<file path="config.mk">
export PLATFORM = sky130hd
export DESIGN_NAME = blink_scheduler_flat
export DESIGN_NICKNAME = d
export VERILOG_FILES = /design/src/rtl/calc_pkg.sv /design/src/rtl/blink_scheduler_if.sv /design/src/rtl/blink_scheduler_phase_timer.sv /design/src/rtl/blink_scheduler.sv /design/src/flat_wrapper.sv
export SDC_FILE = /design/constraint.sdc
export NUM_CORES = 1
export LEC_CHECK = 0
export ABC_AREA = 1
export CORE_UTILIZATION = 33
export CTS_CLUSTER_DIAMETER = 30
export CTS_CLUSTER_SIZE = 25
export DETAILED_ROUTE_END_ITERATION = 12
export PLACE_DENSITY_LB_ADDON = 0.05
export SLEW_MARGIN = 30
export SYNTH_ARGS = -nofsm -noshare
export SYNTH_HDL_FRONTEND = slang
export SYNTH_HIERARCHICAL = 1
export SYNTH_SLANG_ARGS = --single-unit
</file>
<file path="constraint.sdc">
create_clock -name clk -period 4.2 [get_ports clk]
set_clock_uncertainty 0.1 [all_clocks]
set_input_delay 0.63 -clock clk [delete_from_list [all_inputs] [get_ports clk]]
set_output_delay 0.63 -clock clk [all_outputs]
set_load 0.02 [all_outputs]
</file>
<file path="src/rtl/calc_pkg.sv">
// Shared calculator constants and the blink scheduler state encoding.
package calc_pkg;

  localparam int unsigned HALF_PERIOD_1_5HZ = 33_333_334;
  localparam int unsigned CNT_W             = 25;

  typedef enum logic [1:0] {
    IDLE  = 2'd0,
    BLANK = 2'd1,
    SHOW  = 2'd2
  } blink_state_e;

endpackage

</file>
<file path="src/rtl/blink_scheduler_if.sv">
// Requester/scheduler bundle: level requests with per-requester payload, grant and blink outputs.
interface blink_scheduler_if #(
  parameter int unsigned NREQ   = 4,
  parameter int unsigned DIGITS = 4
);

  logic [NREQ-1:0]        req;
  logic [NREQ*DIGITS-1:0] req_mask;
  logic [NREQ*4-1:0]      req_count;
  logic [NREQ-1:0]        gnt;
  logic [DIGITS-1:0]      blink_mask;
  logic                   tick;
  logic [NREQ-1:0]        done;

  modport master (
    output req, req_mask, req_count,
    input  gnt, blink_mask, tick, done
  );

  modport slave (
    input  req, req_mask, req_count,
    output gnt, blink_mask, tick, done
  );

endinterface

</file>
<file path="src/rtl/blink_scheduler_phase_timer.sv">
// Phase counter: counts 0..HALF_PERIOD-1 while enabled; tick is high on the terminal count.
module phase_timer #(
  parameter int unsigned HALF_PERIOD = 4,
  parameter int unsigned CNT_W       = 3
) (
  input  logic clk,
  input  logic rst_n,
  input  logic clr,
  input  logic en,
  output logic tick
);

  localparam logic [CNT_W-1:0] TERM = CNT_W'(HALF_PERIOD - 1);

  logic [CNT_W-1:0] cnt_q, cnt_d;

  // Combinational so the FSM can change phase on the same edge the counter wraps.
  assign tick = en && !clr && (cnt_q == TERM);

  always_comb begin
    cnt_d = cnt_q;
    if (clr) begin
      cnt_d = '0;
    end else if (en) begin
      cnt_d = tick ? '0 : cnt_q + CNT_W'(1);
    end
  end

  always_ff @(posedge clk or negedge rst_n) begin
    if (!rst_n) cnt_q <= '0;
    else        cnt_q <= cnt_d;
  end

endmodule

</file>
<file path="src/rtl/blink_scheduler.sv">
// Grants one requester the shared blink time base and drives its digit mask through blank/show phases.
// BLINK_SCHED_RR_EN selects round-robin arbitration; otherwise fixed priority, lowest index wins.
module blink_scheduler
  import calc_pkg::*;
#(
  parameter int unsigned HALF_PERIOD = calc_pkg::HALF_PERIOD_1_5HZ,
  parameter int unsigned CNT_W       = calc_pkg::CNT_W,
  parameter int unsigned NREQ        = 4,
  parameter int unsigned DIGITS      = 4
) (
  input  logic              clk,
  input  logic              rst_n,
  blink_scheduler_if.slave  bus
);

  localparam int unsigned IDX_W = (NREQ > 1) ? $clog2(NREQ) : 1;

  blink_state_e      state_q, state_d;
  logic [NREQ-1:0]   gnt_q, gnt_d;
  logic [DIGITS-1:0] mask_q, mask_d;
  logic [3:0]        cnt_q, cnt_d;
  logic [DIGITS-1:0] blink_q, blink_d;
  logic              tick_q, tick_d;
  logic [NREQ-1:0]   done_q, done_d;

  logic [IDX_W-1:0]  win_idx;
  logic              win_vld;
  logic              abort_c;
  logic              tmr_tick;
  logic              tmr_clr;
  logic              tmr_en;

`ifdef BLINK_SCHED_RR_EN
  logic [IDX_W-1:0]  last_q, last_d;
  int unsigned       rr_idx;

  // Round-robin search starting just past the last grant.
  always_comb begin
    win_idx = '0;
    win_vld = 1'b0;
    rr_idx  = 0;
    for (int unsigned i = 0; i < NREQ; i++) begin
      rr_idx = (32'(last_q) + 32'(1) + i) % NREQ;
      if (!win_vld && bus.req[IDX_W'(rr_idx)]) begin
        win_vld = 1'b1;
        win_idx = IDX_W'(rr_idx);
      end
    end
  end
`else
  always_comb begin
    win_idx = '0;
    win_vld = 1'b0;
    for (int unsigned i = 0; i < NREQ; i++) begin
      if (!win_vld && bus.req[IDX_W'(i)]) begin
        win_vld = 1'b1;
        win_idx = IDX_W'(i);
      end
    end
  end
`endif

  assign abort_c = |(gnt_q & ~bus.req);
  assign tmr_en  = (state_q != IDLE);
  assign tmr_clr = (state_q == IDLE) || abort_c;

  phase_timer #(
    .HALF_PERIOD (HALF_PERIOD),
    .CNT_W       (CNT_W)
  ) u_phase_timer (
    .clk   (clk),
    .rst_n (rst_n),
    .clr   (tmr_clr),
    .en    (tmr_en),
    .tick  (tmr_tick)
  );

  always_comb begin
    state_d = state_q;
    gnt_d   = gnt_q;
    mask_d  = mask_q;
    cnt_d   = cnt_q;
    blink_d = blink_q;
    tick_d  = 1'b0;
    done_d  = '0;
`ifdef BLINK_SCHED_RR_EN
    last_d  = last_q;
`endif
    if (state_q != IDLE && abort_c) begin
      // A dropped request wins over any phase boundary in the same cycle.
      state_d = IDLE;
      gnt_d   = '0;
      blink_d = '0;
    end else begin
      case (state_q)
        IDLE: begin
          if (win_vld) begin
            state_d = BLANK;
            gnt_d   = NREQ'(1) << win_idx;
            mask_d  = bus.req_mask[32'(win_idx)*DIGITS +: DIGITS];
            cnt_d   = bus.req_count[32'(win_idx)*4 +: 4];
            blink_d = bus.req_mask[32'(win_idx)*DIGITS +: DIGITS];
`ifdef BLINK_SCHED_RR_EN
            last_d  = win_idx;
`endif
          end
        end
        BLANK: begin
          if (tmr_tick) begin
            tick_d  = 1'b1;
            blink_d = '0;
            state_d = SHOW;
          end
        end
        SHOW: begin
          if (tmr_tick) begin
            tick_d = 1'b1;
            if (cnt_q == 4'd1) begin
              done_d  = gnt_q;
              gnt_d   = '0;
              blink_d = '0;
              state_d = IDLE;
            end else begin
              // A count latched as zero means blink until the request drops.
              if (cnt_q != 4'd0) cnt_d = cnt_q - 4'd1;
              blink_d = mask_q;
              state_d = BLANK;
            end
          end
        end
        default: begin
          state_d = IDLE;
          gnt_d   = '0;
          blink_d = '0;
        end
      endcase
    end
  end

  always_ff @(posedge clk or negedge rst_n) begin
    if (!rst_n) begin
      state_q <= IDLE;
      gnt_q   <= '0;
      mask_q  <= '0;
      cnt_q   <= '0;
      blink_q <= '0;
      tick_q  <= 1'b0;
      done_q  <= '0;
    end else begin
      state_q <= state_d;
      gnt_q   <= gnt_d;
      mask_q  <= mask_d;
      cnt_q   <= cnt_d;
      blink_q <= blink_d;
      tick_q  <= tick_d;
      done_q  <= done_d;
    end
  end

`ifdef BLINK_SCHED_RR_EN
  always_ff @(posedge clk or negedge rst_n) begin
    if (!rst_n) last_q <= IDX_W'(NREQ - 1);
    else        last_q <= last_d;
  end
`endif

  assign bus.gnt        = gnt_q;
  assign bus.blink_mask = blink_q;
  assign bus.tick       = tick_q;
  assign bus.done       = done_q;

endmodule
</file>
<file path="src/flat_wrapper.sv">
// flat-port wrapper written by rule: the top's interface ports become plain ports
module blink_scheduler_flat import calc_pkg::*;
#(
  parameter int unsigned HALF_PERIOD = calc_pkg::HALF_PERIOD_1_5HZ,
  parameter int unsigned CNT_W       = calc_pkg::CNT_W,
  parameter int unsigned NREQ        = 4,
  parameter int unsigned DIGITS      = 4
)
  (clk, rst_n, bus_req, bus_req_mask, bus_req_count, bus_gnt, bus_blink_mask, bus_tick, bus_done);
  blink_scheduler_if #(.NREQ(NREQ), .DIGITS(DIGITS)) bus_i ();
  input  logic clk;
  input  logic rst_n;
  input wire logic [$bits(bus_i.req)-1:0] bus_req;
  input wire logic [$bits(bus_i.req_mask)-1:0] bus_req_mask;
  input wire logic [$bits(bus_i.req_count)-1:0] bus_req_count;
  output wire logic [$bits(bus_i.gnt)-1:0] bus_gnt;
  output wire logic [$bits(bus_i.blink_mask)-1:0] bus_blink_mask;
  output wire logic [$bits(bus_i.tick)-1:0] bus_tick;
  output wire logic [$bits(bus_i.done)-1:0] bus_done;
  assign bus_i.req = bus_req;
  assign bus_i.req_mask = bus_req_mask;
  assign bus_i.req_count = bus_req_count;
  assign bus_gnt = bus_i.gnt;
  assign bus_blink_mask = bus_i.blink_mask;
  assign bus_tick = bus_i.tick;
  assign bus_done = bus_i.done;
  blink_scheduler #(.HALF_PERIOD(HALF_PERIOD), .CNT_W(CNT_W), .NREQ(NREQ), .DIGITS(DIGITS)) u_core (.clk(clk), .rst_n(rst_n), .bus(bus_i));
endmodule
</file>
* After elaboration in Yosys (flattened, before gate mapping)
Cells that the tools add are included.
Storage, ports and cells: register bits 48, input port bits 38, word-level logic and storage cells 90
Cells by class: add/sub/neg operators 2, equal/unequal tests 13, shifts and indexed selects 3, muxes and demuxes 39, bitwise operators 3, reduce and logical (&&, ||, !) cells 22
Operator list (number):
- $mux 25 | 3
- $mux 4 | 17
- $shiftx 16x5->4 | 2
- $add 25x1->25 const B | 1
- $eq 25x25->1 const B | 1
- $pmux 4 s3 | 2
- $mux 2 | 6
- $mux 1 | 9
- $ne 3x2->1 const B | 3
- $pmux 4 s2 | 1
- $logic_and 1x1->1 | 6
- $ne 2x1->1 const B | 3
- $pmux 2 s3 | 1
- $reduce_and 3->1 | 2
- $reduce_and 6->1 | 1
- $reduce_bool 2->1 | 3
- $and 4x4->4 | 1
- $eq 4x1->1 const B | 1
- $logic_not 1->1 | 4
- $ne 2x2->1 const B | 2
- $not 4->4 | 1
- $reduce_and 4->1 | 1
- $reduce_bool 4->1 | 1
- $reduce_or 4->1 | 1
- other kinds (9) | 9

* Depth between registers and ports, before layout
Gate-level depths: netlist (run 1).
word-level depth 14, gate-level depth with buffers 14, mapped depth without buffers 14

* Cells and area by module
The synthesis (run 1) kept the hierarchy.
Modules (own cells, without submodules):
- phase_timer | times used 1, cells each 230, area each 1639.1 µm²
- blink_scheduler | times used 1, cells each 229, area each 1592.8 µm²

* Least setup slack after synthesis (run 1)
No wires, ideal clock.
path type input to register, from input bus_req[3], to register u_core.cnt_q[1], data arrival time 2.103 ns, slack 1.932 ns, stages on the path 13, path through clkbuf_2 o21ai_2 nor2_1 nand2_1 nor3_1 inv_1 a21oi_1 o21ai_0 inv_1 nand3_4 a21oi_1 nand2_1 nand2_1
On the way: word-level cells in the longest chain between the ends 9, elaborated cells between the ends (all ways) 18, those cells by class 2 x eq/ne; 1 x shift; 4 x mux; 3 x bitwise; 8 x reduce/logical
RTL lines:
- from (decl) | line flat_wrapper.sv:13 | input wire logic [$bits(bus_i.req)-1:0] bus_req;
- $not 4->4 | line blink_scheduler.sv:63 | assign abort_c = |(gnt_q & ~bus.req);
- $and 4x4->4 | line blink_scheduler.sv:63
- $reduce_or 4->1 | line blink_scheduler.sv:63
- $logic_or 1x1->1 | line blink_scheduler.sv:65 | assign tmr_clr = (state_q == IDLE) || abort_c;
- via u_core.tmr_clr | line blink_scheduler.sv:30 | logic tmr_clr;
- $logic_not 1->1 | line blink_scheduler_phase_timer.sv:18 | assign tick = en && !clr && (cnt_q == TERM);
- $logic_and 1x1->1 (2 in a row) | line blink_scheduler_phase_timer.sv:18
- via u_core.tmr_tick | line blink_scheduler.sv:29 | logic tmr_tick;
- $ne 2x2->1 (no line)
- $reduce_and 6->1 (no line)
- to (signal assigned) | line blink_scheduler.sv:153 | cnt_q <= cnt_d;
- to (decl) | line blink_scheduler.sv:21 | logic [3:0] cnt_q, cnt_d;
The timed path passes the listed nets, and every way through them passes these cells. The select of a mux whose other input is x is not followed. A chain may end at the register's enable or synchronous reset.

* Worst setup path in the final report (run 1)
Same ends and word-level chain as after synthesis.

==> results_dict.tcl, run 1 <==
set metrics [dict create \
    status "finished clean" \
    final_area_um2 3956 \
    port_buffers 50 \
    antenna_cells 0 \
    worstSetupPathType "in -> reg" \
    drive_above_1_share_pct 9.393 \
    powerDensity_nw_per_um2 441.0 \
    die_h_um 101.0 \
    overflow 0 \
    viasPerCell 4.653 \
    pre_cts_slack_ns 1.189 \
    core.rowCount 35 \
    synth_cells 459 \
    syn_area_um2 3232 \
    ctsResizeCount 0 \
    cts_buffers 5 \
    fmax_mhz 367.0 \
    clk_pin_slew_ns 0.10 \
    path_cells "clkdlybuf4s50_1 -> o21ai_2 -> nor2_1 -> nand2_1 -> nor3_1 -> inv_1 -> a21oi_1 -> o21ai_0 -> inv_1 -> nand3_4 -> a21oi_1 -> nand2_1 -> nand2_1" \
    fp.dieW_um 101.0 \
    rr_worst_depth 13 \
    p_leak_nw 1.762 \
    postRouteAntennaNets 0 \
    fin_nets 557 \
    synth_compound_area_share_pct 9.988 \
    root_buffer "clkbuf_8" \
    crit_path_start_kind "input port" \
    clk_latency_ns 0.30 \
    arrival_ns 2.87 \
    r2r_end "u_core/cnt_q[1]$_DFFE_PN0P_" \
    power.total_mw 1.745 \
    core_um2 9371 \
    drt_iter0_drc 78 \
    regToRegSetupSlack_ns 1.60 \
    yosysUniqueCellTypes 33 \
    syn-mean-instance-area_um2 7.041 \
    antenna_found_initial 0 \
    crit_top_cell "nand2_1" \
    cpMaxStageDelayCell "clkdlybuf4s50_1" \
    setup_viol 0 \
    setup_slack_ns 1.475 \
    muxShareOfSynthArea_pct 0 \
    worstSetupEndpointType "flip-flop" \
    fin_crit_ns 2.725 \
    netlist.area_leader.share_pct 37.17 \
    maxSlewViolCount 0 \
    tritoncts "yes" \
    synth_edf_count 0 \
    start_util_pct 34.49 \
    place_congestion 0.7811 \
    synthAdderAreaFrac_pct 3.484 \
    track_usage_pct 17.24 \
    areaGrowthSynthToFinish_pct 22.42 \
    synth_xor_area_share_pct 2.168 \
    cts_setup_buffers 0 \
    ys_ff_latch 48 \
    maxCapViolCount 0 \
    vias 2978 \
    synth_nets 506 \
    grt_max_degree 49 \
    wire_per_inst_um 12.44 \
    cp.required_ns 4.35 \
    drt-total-wl_um 7959 \
    tightest_slew_ns 0.6485 \
    synth-async-reset-ratio_pct 100.0 \
    synth_top_family_by_area "simple AND/OR/NAND/NOR gates" \
    maxSlewHeadroom_pct 56.77 \
    dr.pass1.iters 4 \
    grt_pass1_vias 2970 \
    dp_hpwl_um 5979 \
    clock_sinks 48 \
    synthTopCellsByArea "dfrtp_1 (37%), nand2_1 (17%), inv_1 (5.9%)" \
    yosysTopAreaCell "dfrtp_1" \
    synth_top_flop_cell "dfrtp_1" \
    rsz0062_at_grt "false" \
    cts_htree_levels 2 \
    drc 0 \
    vdd_ir_drop_max_mv 0.2101 \
    rr_startpoint "u_core/state_q[0]$_DFFE_PN0P_" \
    clock_path_buffers 2 \
    mostFrequentLayoutCells "nand2_1 (147), inv_1 (51), clkdlybuf4s50_1 (49), dfrtp_1 (48), nand3_1 (37)" \
    grt_pass1_wl_um 13840 \
    hold_viol 0 \
    die_area_um2 10190 \
    pin_count 51 \
    fin_crit_sh_pct 64.87 \
    placed_area_um2 3859 \
    synthSimpleGateAreaFrac_pct 38.71 \
    layout_commonest_cell "nand2_1" \
    crit_fanout 8 \
    yosysSeqAreaShare_pct 37.17 \
    final.setup.tns_ns 0 \
    hold_buffers 0 \
    min_path_type "in -> async" \
    slowest_delay_ns 0.64 \
    synth_warnings 6 \
]
power by group:
group / total (mW) / internal (mW) / switching, mW / leakage (nW)
Sequential: 0.600 / 0.544 / 0.0558 / 0.648
Combinational: 0.845 / 0.285 / 0.560 / 1.07
Clock: 0.300 / 0.134 / 0.167 / 0.0434
flip-flops by register name, indices dropped and copies added, names as in the netlist:
register and count:
u_core/bus.done 4, u_core/bus.blink_mask 4, u_core/u_phase_timer/cnt_q 25, u_core/cnt_q 4
u_core/state_q 2, u_core/mask_q 4, u_core/bus.gnt 4, u_core/bus.tick 1
cells in the mapped netlist (2+ instances only):
master / instances
nand2_1: 147
inv_1: 51
dfrtp_1: 48
nand3_1: 37
nor2_1: 35
o21ai_0: 16
a21oi_1: 13
nand4_1: 13
o21ai_1: 13
nor3_1: 11
ha_1: 9
inv_2: 7
nand2_2: 7
nor2_4: 7
xor2_1: 7
buf_2: 5
nor2_2: 4
o21bai_1: 4
o22ai_1: 4
nand3_2: 3
o21ai_2: 3
a21boi_1: 2
nand3_4: 2
nand3b_1: 2
layer usage:
metal	part of all wire [%]	global-route usage, %	wire length, um
met4	0.79	4.013	63
met2	49	31.40	3899
met5	0	0	0
met3	3.4	3.121	271
met1	47	20.97	3724
kinds of logic (layout without fill, tap and decap cells):
family          Yosys count  in the layout
simple gates            270            270
buf+inv                  68            120
compound gates           56             56
flops                    48             48
fa+ha+maj                 9              9
xor+xnor                  8              8
through the flow:
| stage | instances | hold slack [ns] | util (%) |
|---|---|---|---|
| floorplan | 459 | 0.2344 | - |
| global placement | 632 | 0.3638 | 41.17 |
| detailed placement | 632 | 0.3642 | 41.17 |
| CTS | 640 | 0.3526 | 42.22 |
| global route | 640 | 0.3955 | 42.22 |
| finish | 640 | 0.3262 | 42.22 |
critical path, delay by kind of cell:
kind,cells,cell delay (ns)
AOI/OAI and AO/OA,4,0.49
buffers and inverters,3,0.85
and+or+nand+nor,6,0.88
worst max path at each step:
stage	from	endpoint	slack, ns	depth (start not counted)
floorplan	bus_req[3]	u_core/cnt_q[1]$_DFFE_PN0P_	1.93	13
global placement	bus_req[2]	u_core/cnt_q[1]$_DFFE_PN0P_	1.23	15
detailed placement	bus_req[3]	u_core/cnt_q[1]$_DFFE_PN0P_	1.19	13
CTS	bus_req[3]	u_core/cnt_q[1]$_DFFE_PN0P_	1.50	13
global route	bus_req[1]	u_core/cnt_q[0]$_DFFE_PN0P_	1.25	14
finish	bus_req[3]	u_core/cnt_q[1]$_DFFE_PN0P_	1.48	13
cell type report:
class / instances / area (um^2)
clock buffer: 6 / 82.58
clock inverter: 2 / 15.01
fill: 1021 / 5415
inverter: 59 / 221.5
multi-input combinational: 343 / 1757
sequential: 48 / 1201
tap: 129 / 161.4
timing repair buffer: 53 / 518.0
No activity file was read; power rests on OpenSTA's default activity.
==> run 2: changes to the inputs <==
clock period = 2.49 ns   (was 4.2 ns; I/O delays follow)
==> results_dict.tcl, run 2 (same netlist as run 1, synthesis figures left out) <==
set metrics [dict create \
    layout_commonest_cell "nand2_1" \
    antenna_found_initial 0 \
    maxSlewHeadroom_pct 65.23 \
    die_area_um2 10190 \
    worstSetupPathType "reg -> reg" \
    fin_crit_sh_pct 86.41 \
    critPathTopFamily "simple AND/OR/NAND/NOR gates" \
    fin_hold_ws_ns 0.3891 \
    tightest_slew_ns 0.5175 \
    p_leak_nw 1.861 \
    fin_cells 658 \
    slowest_delay_ns 0.42 \
    track_usage_pct 17.77 \
    status "finished clean" \
    pin_count 51 \
    dp_cells 649 \
    tritoncts "yes" \
    wire_per_inst_um 12.52 \
    clock_sinks 48 \
    core_um2 9371 \
    drc 0 \
    overflow 0 \
    top_register "u_core/u_phase_timer/cnt_q" \
    largest_reg_flops 25 \
    final-seq-area_um2 1201 \
    fin_crit_ns 2.152 \
    drive_above_1_share_pct 13.04 \
    cp.buffers_inverters 5 \
    vias 3083 \
    rsz0062_at_grt "false" \
    root_buffer "clkbuf_8" \
    port_buffers 50 \
    multiInputGateArea_um2 1769 \
    clk_latency_ns 0.30 \
    grt_pass1_vias 3093 \
    antenna_cells 0 \
    viasPerCell 4.685 \
    maxCapViolCount 0 \
    crit_cells 14 \
    cp.required_ns 2.63 \
    setup_viol 0 \
    min_path_type "reg -> reg" \
    clk_pin_slew_ns 0.10 \
    path_cells "inv_1 -> ha_1 -> inv_2 -> nand2_1 -> nor3_2 -> buf_4 -> inv_1 -> a21oi_1 -> o21ai_0 -> inv_1 -> nand3_4 -> a21oi_1 -> nand2_1 -> nand2_1" \
    maxSlewViolCount 0 \
    clock_path_buffers 2 \
    mostFrequentLayoutCells "nand2_1 (147), inv_1 (50), clkdlybuf4s50_1 (49), dfrtp_1 (48), nand3_1 (36)" \
    cts_buffers 5 \
    grt_pass1_wl_um 14260 \
    grt_max_degree 19 \
    cpMaxStageDelayCell "dfrtp_1" \
    crit_fanout 8 \
    dr.pass1.iters 4 \
    min_path_cells 2 \
    drt-total-wl_um 8237 \
    fp.dieW_um 101.0 \
    dp_hpwl_um 6445 \
    drt_iter0_drc 98 \
    rr_worst_depth 14 \
    core.rowCount 35 \
    worstSetupEndpointType "flip-flop" \
    cts_setup_buffers 0 \
    vdd_ir_drop_max_mv 0.3731 \
    crit_path_start_kind "flip-flop" \
    areaGrowthSynthToFinish_pct 27.60 \
    powerDensity_nw_per_um2 761.1 \
    nFillCells 996 \
    start_util_pct 34.49 \
    final_core_util_pct 44.01 \
    arrival_ns 2.29 \
    fmax_mhz 464.8 \
    cts_htree_levels 2 \
    hold_viol 0 \
    die_h_um 101.0 \
    postRouteAntennaNets 0 \
    fin_nets 575 \
    place_congestion 0.8088 \
]
-- run 2: layout make-up --
type / count / area share [%]
multi-input cells: 343 / 42.90
repair buffers: 71 / 15.90
clock buffers: 5 / 1.669
clock inverters: 3 / 1.123
inverters: 59 / 5.370
well taps: 129 / 3.914
flip-flops and latches: 48 / 29.13
-- run 2: layer usage --
layer | up-vias | GRT usage [%] | share of wire, %
met5 | - | 0 | 0
met2 | 51 | 32.98 | 51
met4 | 0 | 5.240 | 1.0
met1 | 1419 | 20.91 | 45
met3 | 6 | 2.843 | 2.5
li1 | 1607 | - | -
-- run 2: repair_timing --
| item | in CTS | in global routing |
|---|---|---|
| gates resized for setup | 0 | 4 |
| endpoints found under the setup margin | 0 | 4 |
| endpoints found under the hold margin | 15 | 0 |
| hold buffers | 1 | 0 |
-- run 2: final timing paths --
kind / start / endpoint / slack, ns
min: u_core/cnt_q[1]$_DFFE_PN0P_ / u_core/cnt_q[1]$_DFFE_PN0P_ / 0.39
max reg2reg: u_core/state_q[0]$_DFFE_PN0P_ / u_core/cnt_q[1]$_DFFE_PN0P_ / 0.34
max in group asynchronous: rst_n / u_core/cnt_q[2]$_DFFE_PN0P_ / 1.29
max: u_core/state_q[0]$_DFFE_PN0P_ / u_core/cnt_q[1]$_DFFE_PN0P_ / 0.34
min reg2reg: u_core/cnt_q[1]$_DFFE_PN0P_ / u_core/cnt_q[1]$_DFFE_PN0P_ / 0.39
min in group asynchronous: rst_n / u_core/u_phase_timer/cnt_q[4]$_DFFE_PN0P_ / 0.42
-- run 2: power by group --
part           total, mW  switching, mW  leakage [nW]  internal [mW]
registers           1.01         0.0967         0.648          0.917
logic               1.54          0.970          1.16          0.566
clock network      0.588          0.285        0.0548          0.303
-- run 2: worst register-to-register path: stages (launching register included) --
cell	delay, ns
dfrtp_1	0.42
inv_1	0.08
ha_1	0.23
inv_2	0.14
nand2_1	0.11
nor3_2	0.18
buf_4	0.14
inv_1	0.05
a21oi_1	0.10
o21ai_0	0.08
inv_1	0.09
nand3_4	0.11
a21oi_1	0.14
nand2_1	0.06
nand2_1	0.05
-- run 2: metrics by stage --
step	total power, mW	instance area (um^2)	setup TNS, ns	worst slack [ns]
global placement	2.556	3986	0	0.04100
CTS	3.183	4111	0	0.2264
floorplan	2.033	3232	0	0.3988
detailed placement	2.571	3986	-0.01326	-0.01326
finish	3.139	4124	0	0.3383
global route	3.417	4124	0	0.01039
==> run 3: changes to the inputs <==
CAP_MARGIN = 20   (was default)
HOLD_SLACK_MARGIN = 0.06   (was default)
==> results of run 3 <==
The final DEF is identical to that of run 2; final timing and power are the same.
